--- src/rtl/cdac_serial_rx.sv ---
// Receive end of the comparator-threshold DAC serial link: oversampled in CLK40, 16-bit MSB-first frames.
// Optional idle timeout in SHIFT enabled by defining CDAC_RX_TIMEOUT_EN.
module cdac_serial_rx #(
  parameter int unsigned SYNC_STAGES = 2,
  parameter int unsigned TIMEOUT_CYC = 255
) (
  input  logic        CLK40,
  input  logic        RST_N,
  input  logic        SCLK,
  input  logic        SDATA,
  input  logic        DAC_ENB,
  input  logic        CLR_RX_DONE,
  output logic [11:0] RX_DATA,
  output logic        RX_VALID,
  output logic        RX_DONE,
  output logic        FRAME_ERR,
  output logic [1:0]  RX_STATE
);

  if (SYNC_STAGES < 2 || SYNC_STAGES > 4 || TIMEOUT_CYC < 1 || TIMEOUT_CYC > 255) begin : g_param_chk
    $error("cdac_serial_rx: illegal SYNC_STAGES or TIMEOUT_CYC");
  end

  typedef enum logic [1:0] {
    IDLE  = 2'b00,
    SHIFT = 2'b01,
    DONE  = 2'b10,
    ABORT = 2'b11
  } state_e;

  logic [SYNC_STAGES-1:0] sclk_sync_q, sdata_sync_q, enb_sync_q;
  logic                   sclk_prev_q, enb_prev_q;
  logic                   sclk_s, sdata_s, enb_s;
  logic                   sclk_re, enb_re, enb_fe;

  // Enable chain resets high so a DAC_ENB already high out of reset is not seen as a rising edge.
  always_ff @(posedge CLK40 or negedge RST_N) begin
    if (!RST_N) begin
      sclk_sync_q  <= '0;
      sdata_sync_q <= '0;
      enb_sync_q   <= '1;
      sclk_prev_q  <= 1'b0;
      enb_prev_q   <= 1'b1;
    end else begin
      sclk_sync_q  <= {sclk_sync_q[SYNC_STAGES-2:0], SCLK};
      sdata_sync_q <= {sdata_sync_q[SYNC_STAGES-2:0], SDATA};
      enb_sync_q   <= {enb_sync_q[SYNC_STAGES-2:0], DAC_ENB};
      sclk_prev_q  <= sclk_s;
      enb_prev_q   <= enb_s;
    end
  end

  assign sclk_s  = sclk_sync_q[SYNC_STAGES-1];
  assign sdata_s = sdata_sync_q[SYNC_STAGES-1];
  assign enb_s   = enb_sync_q[SYNC_STAGES-1];
  assign sclk_re = sclk_s & ~sclk_prev_q;
  assign enb_re  = enb_s & ~enb_prev_q;
  assign enb_fe  = ~enb_s & enb_prev_q;

  state_e      state_q;
  logic [15:0] sr_q, sr_d;
  logic [4:0]  cnt_q, cnt_d;
  logic [11:0] data_q;
  logic        valid_q, done_q, ferr_q;
  logic        frame_good;

  // Shift result for this cycle, so an enb_fe coinciding with the last sclk_re sees the final bit.
  always_comb begin
    sr_d  = sr_q;
    cnt_d = cnt_q;
    if (sclk_re) begin
      if (cnt_q < 5'd16) sr_d = {sr_q[14:0], sdata_s};
      if (cnt_q != 5'd17) cnt_d = cnt_q + 5'd1;
    end
  end

  assign frame_good = (cnt_d == 5'd16) && (sr_d[15:13] == 3'b000) && !sr_d[0];

`ifdef CDAC_RX_TIMEOUT_EN
  localparam logic [7:0] TO_LIM = 8'(TIMEOUT_CYC);
  logic [7:0] idle_q;
`endif

  always_ff @(posedge CLK40 or negedge RST_N) begin
    if (!RST_N) begin
      state_q <= IDLE;
      sr_q    <= '0;
      cnt_q   <= '0;
      data_q  <= '0;
      valid_q <= 1'b0;
      done_q  <= 1'b0;
      ferr_q  <= 1'b0;
`ifdef CDAC_RX_TIMEOUT_EN
      idle_q  <= '0;
`endif
    end else begin
      valid_q <= 1'b0;
      if (CLR_RX_DONE) begin
        done_q <= 1'b0;
        ferr_q <= 1'b0;
      end
      unique case (state_q)
        IDLE: begin
          if (enb_re) begin
            state_q <= SHIFT;
            sr_q    <= '0;
            cnt_q   <= '0;
`ifdef CDAC_RX_TIMEOUT_EN
            idle_q  <= '0;
`endif
          end
        end
        SHIFT: begin
          sr_q  <= sr_d;
          cnt_q <= cnt_d;
          if (enb_fe) begin
            if (frame_good) begin
              state_q <= DONE;
              data_q  <= sr_d[12:1];
              valid_q <= 1'b1;
            end else begin
              state_q <= ABORT;
            end
          end
`ifdef CDAC_RX_TIMEOUT_EN
          else if (sclk_re) idle_q <= '0;
          else if (idle_q == TO_LIM) state_q <= ABORT;
          else idle_q <= idle_q + 8'd1;
`endif
        end
        // Flag sets come after the clear above, so a coincident set wins.
        DONE: begin
          done_q  <= 1'b1;
          ferr_q  <= 1'b0;
          state_q <= IDLE;
        end
        ABORT: begin
          ferr_q  <= 1'b1;
          state_q <= IDLE;
        end
        default: state_q <= IDLE;
      endcase
    end
  end

  assign RX_DATA   = data_q;
  assign RX_VALID  = valid_q;
  assign RX_DONE   = done_q;
  assign FRAME_ERR = ferr_q;
  assign RX_STATE  = state_q;

endmodule

--- config.mk ---
export PLATFORM = sky130hd
export DESIGN_NAME = cdac_serial_rx
export DESIGN_NICKNAME = d
export VERILOG_FILES = /design/src/rtl/cdac_serial_rx.sv
export SDC_FILE = /design/constraint.sdc
export NUM_CORES = 1
export LEC_CHECK = 0
export CAP_MARGIN = 10
export CELL_PAD_IN_SITES_DETAIL_PLACEMENT = 1
export CELL_PAD_IN_SITES_GLOBAL_PLACEMENT = 2
export CORE_ASPECT_RATIO = 1.25
export CORE_UTILIZATION = 38
export DETAILED_ROUTE_END_ITERATION = 6
export PLACE_DENSITY_LB_ADDON = 0.1
export RECOVER_POWER = 100
export SETUP_SLACK_MARGIN = 0.4
export SLEW_MARGIN = 25
export SYNTH_ARGS = -nofsm -noshare
export SYNTH_HDL_FRONTEND = slang
export SYNTH_SLANG_ARGS = --single-unit
--- constraint.sdc ---
create_clock -name CLK40 -period 2.4 [get_ports CLK40]
set_clock_uncertainty 0.15 [all_clocks]
set_input_delay 0.36 -clock CLK40 [delete_from_list [all_inputs] [get_ports CLK40]]
set_output_delay 0.36 -clock CLK40 [all_outputs]
set_load 0.01 [all_outputs]
==> run summary <==
The flow ran to the end, but the final reports show violations. The final reports fail on negative hold slack. In the detailed route, the total length drawn on met3 is 104 microns.

The number of cells on the critical path is 6. The async set or reset register ratio after synthesis came out at 100%. The sequential share of the synthesized area is 57.6%. The final-stage net count is approximately 190. The highest cell delay on the worst timing path is 430 ps.

The final cycle utilization of the critical path came out at 90.8%. The worst-case register-to-register setup slack came out at around 220 ps. The met2 wire length came out at about 2 mm.

The clock passes through at most 2 buffers. The final wirelength came out at 4.01 mm. From left edge to right edge, the die measures 67.0 microns.

The area of the core region is ~5100 sq um. Setup repair after global routing could not meet its margin everywhere. The startpoint identified for the worst register-to-register timing path is cnt_q[0].

The power density of the placed cells came out at 706 nW/um^2. The synthesized area came out at between 2000 and 2500 sq um. The number of core rows is 29. The largest net degree at the start of global routing came out at 36. The starting DRC count in detailed routing came out at 16. The count of antenna-violating nets left after detailed routing came out at 0. The height of the chip came out at 83.2 microns. Pin placement for this block handled 23 I/O pins. Port buffering added 22 buffers. The number of cells on the worst reg-to-reg path is 6. The number of placed instances, taps included, is approximately 240. Compared with the post-synthesis result, the final layout area differs by 22.5%. The die covers 5570 sq um. The number of global-route vias before repair is 1398. The overflow left after global routing is 0.

Global routing used 16.9% of the available tracks. The total number of vias is between 1000 and 1500. The most critical setup path has its endpoint at RX_DATA[3]. The number of enable-type register cells in the synthesized netlist came out at 0. The number of buffer and inverter stages on the critical path came out at 1. On the critical path the largest part of the delay comes from flip-flops. Setup total negative slack on the finished layout was measured at 0 ps. The routed via count divided by cell count is about 5.3. At the pin with the least slew margin, the transition time is 759 ps.

The post-synthesis instance total came out at roughly 150. The timing startpoint of the critical path is cnt_q[0]. Signal routing reaches up to met4. The final-report hold violation count is 30. The worst-case IR drop observed on VDD is 0.350 mV. The design draws 1.73 mW. The effective utilization at floorplan came out at between 30% and 40%. The post-route minimum period is 2180 ps. The total DRC errors in the routed layout is 0. STA classifies the critical path startpoint as a flop. The achievable frequency is 459 MHz. The worst register-to-register path ends at RX_DATA[3]. In this run the static leakage power is around 1.2 nW.

On the critical path, the stage with the largest delay is an instance of sky130_fd_sc_hd__dfrtp_2. The critical path goes through ha_1, and3b_1, a32o_1, nand4_2, clkbuf_4, mux2_1. STA classifies the critical path endpoint as a flop. Clock tree synthesis selected as its root buffer the cell sky130_fd_sc_hd__clkbuf_8. The largest total area in the synthesized netlist belongs to sky130_fd_sc_hd__dfrtp_1.

The worst setup path is of the reg -> reg kind. The routed metal-1 wirelength is roughly 1.8 mm. The final setup violation count came out at 0.

Dividing the detail-routed wire length by the instance count gives 16.2 microns. The number of distinct library cell variants in the gate-level netlist after synthesis is 36. The number of synthesized register bits came out at 46. The clock sink count came out at 46.

The layout has 540 filler cells. By count the netlist is led by sky130_fd_sc_hd__dfrtp_1 (43), sky130_fd_sc_hd__a22o_1 (17), sky130_fd_sc_hd__mux2_2 (12). The arrival time at the worst endpoint came out at 2210 ps. The number of antenna violations at the first check in global routing is 0.

The sum of net half-perimeters after detailed placement is ~2.7 mm. In this run the tightest slew margin relative to its limit is 49.4%. In the post-synthesis netlist, the cell with the most instances is sky130_fd_sc_hd__dfrtp_1. The post-synthesis net count came out at between 150 and 200. The H-tree was split into 2 levels. The portion of synthesized cell area occupied by the leading cell type is 53.7%. The fraction of layout cells with a size suffix above 1 is 24.2%.

For the worst setup path, the data required time is 2430 ps. The count of TritonRoute iterations in the first routing pass is 2. The max-capacitance violation count came out at 0. TritonCTS built the clock tree. A synthesized cell averages 13.5 sq um. The number of max-slew violations in the final report came out at 0. The Yosys step of the flow raised 0 warnings.

For this run, the leading register cell type out of synthesis is sky130_fd_sc_hd__dfrtp_1. The number of diodes is 0. The clock reaches the later pin of the worst-skew pair after 290 ps. Routability-driven placement finished with a final weighted congestion of between 0.7 and 0.8.

The count of non-filler cells in the finished layout is about 250. The classification of the worst-slack hold path is in -> async. Of all nets on the critical path, the largest fanout is 12. The final hold slack came out at -22.2 ps. After clock tree synthesis, the clock-pin slew on the worst setup and hold paths is 80 ps. The first global-routing pass estimated ~7.0 mm of wire. The CTS buffer count came out at 5. Yosys attributes the largest share of cell area to sky130_fd_sc_hd__dfrtp_1 (54%), sky130_fd_sc_hd__mux2_4 (7.5%), sky130_fd_sc_hd__a22o_1 (7.4%).
timing repair:
item,4_1_cts,5_1_grt
pin swaps,1,1
setup buffers,3,2
endpoints found under the setup margin,12,13
resized for setup,6,2
hold buffers,0,0
power by group:
part / internal, mW / total [mW] / switching (mW)
clock: 0.306 / 0.560 / 0.254
sequential: 0.814 / 0.851 / 0.0371
combinational: 0.156 / 0.321 / 0.165
logic make-up after synthesis:
group,share of synthesized area [%]
buffers and inverters,2.43
muxes,16.4
and+or+nand+nor,9.43
DFF,57.6
xor gates and xnor gates,0.874
AOI/OAI and AO/OA,12.0
adders and majority gates,1.25
cell type report:
| cell class | instances | area [sq um] | area share (%) |
|---|---|---|---|
| clock inverters | 3 | 40.0 | 1.63 |
| flip-flops and latches | 46 | 1160 | 47.1 |
| inverters | 3 | 11.3 | 0.459 |
| multi-input cells | 94 | 798 | 32.5 |
| clock buffers | 5 | 68.8 | 2.80 |
| well taps | 62 | 77.6 | 3.16 |
| repair buffers | 35 | 303 | 12.3 |
state kept, by name, indices dropped and copies added (netlist names):
signal,cells
RX_STATE,2
RX_VALID,1
sr_q,16
RX_DATA,12
FRAME_ERR,1
enb_sync_q,2
sdata_sync_q,2
RX_DONE,1
cnt_q,5
sclk_sync_q,2
sclk_prev_q,1
enb_prev_q,1
per-stage QoR:
step | worst slack, ps | utilization (%) | area, sq um | hold WS, ps
after global routing | 111 | 48.3 | 2450 | 20.2
final | 221 | 48.3 | 2450 | -22.2
after CTS | 265 | 49.0 | 2490 | 3.15
after floorplan | 305 | - | 2020 | -85.6
after global placement | 220 | 45.9 | 2330 | 185
after detailed placement | 122 | 45.9 | 2330 | 198
worst register-to-register path: cells and delay by family, from the launching register on:
kind,cells,cell delay [ps]
buffers and inverters,1,280
AND/OR/NAND/NOR,2,320
flip-flops,1,430
AO/OA/AOI/OAI,1,310
multiplexers,1,360
adder cells (fa/ha/maj),1,210
layer usage:
| layer | up-vias | track usage (%) |
|---|---|---|
| li1 | 607 | - |
| met1 | 677 | 22.6 |
| met2 | 14 | 26.4 |
| met3 | 6 | 4.26 |
| met4 | 0 | 5.80 |
| met5 | - | 0 |
worst min-delay path by stage:
stage / slack [ps] / to / from / cells past startpoint
finish: -20 / RX_DONE / RST_N / 1
global placement: 190 / sdata_sync_q[1] / sdata_sync_q[0] / 0
CTS: 3 / sr_q[12] / RST_N / 1
global route: 20 / sr_q[12] / RST_N / 1
floorplan: -90 / FRAME_ERR / RST_N / 0
detailed placement: 200 / sclk_sync_q[1] / sclk_sync_q[0] / 0
cell usage in the layout, fill, tap and decap left out, drive strengths merged:
| cell | n |
|---|---|
| nor4bb | 1 |
| nand2b | 3 |
| dfrtp | 43 |
| and3b | 1 |
| a21oi | 1 |
| a41oi | 1 |
| or3 | 1 |
| bufinv | 1 |
| nor3b | 1 |
| clkbuf | 11 |
| nor3 | 2 |
| mux2i | 2 |
| o21ai | 8 |
| nor2 | 8 |
| mux2 | 24 |
| o22ai | 1 |
| nor2b | 4 |
| a211oi | 1 |
| buf | 8 |
| nand3 | 3 |
| nand2 | 6 |
| o31ai | 1 |
| dfstp | 3 |
| or2 | 1 |
| ha | 2 |
| clkinv | 2 |
| xnor2 | 1 |
| xor2 | 1 |
| dlygate4sd3 | 21 |
| a32o | 1 |
| inv | 3 |
| nand4 | 1 |
| o21bai | 1 |
| a22o | 17 |
No activity file was read; power rests on OpenSTA's default activity.
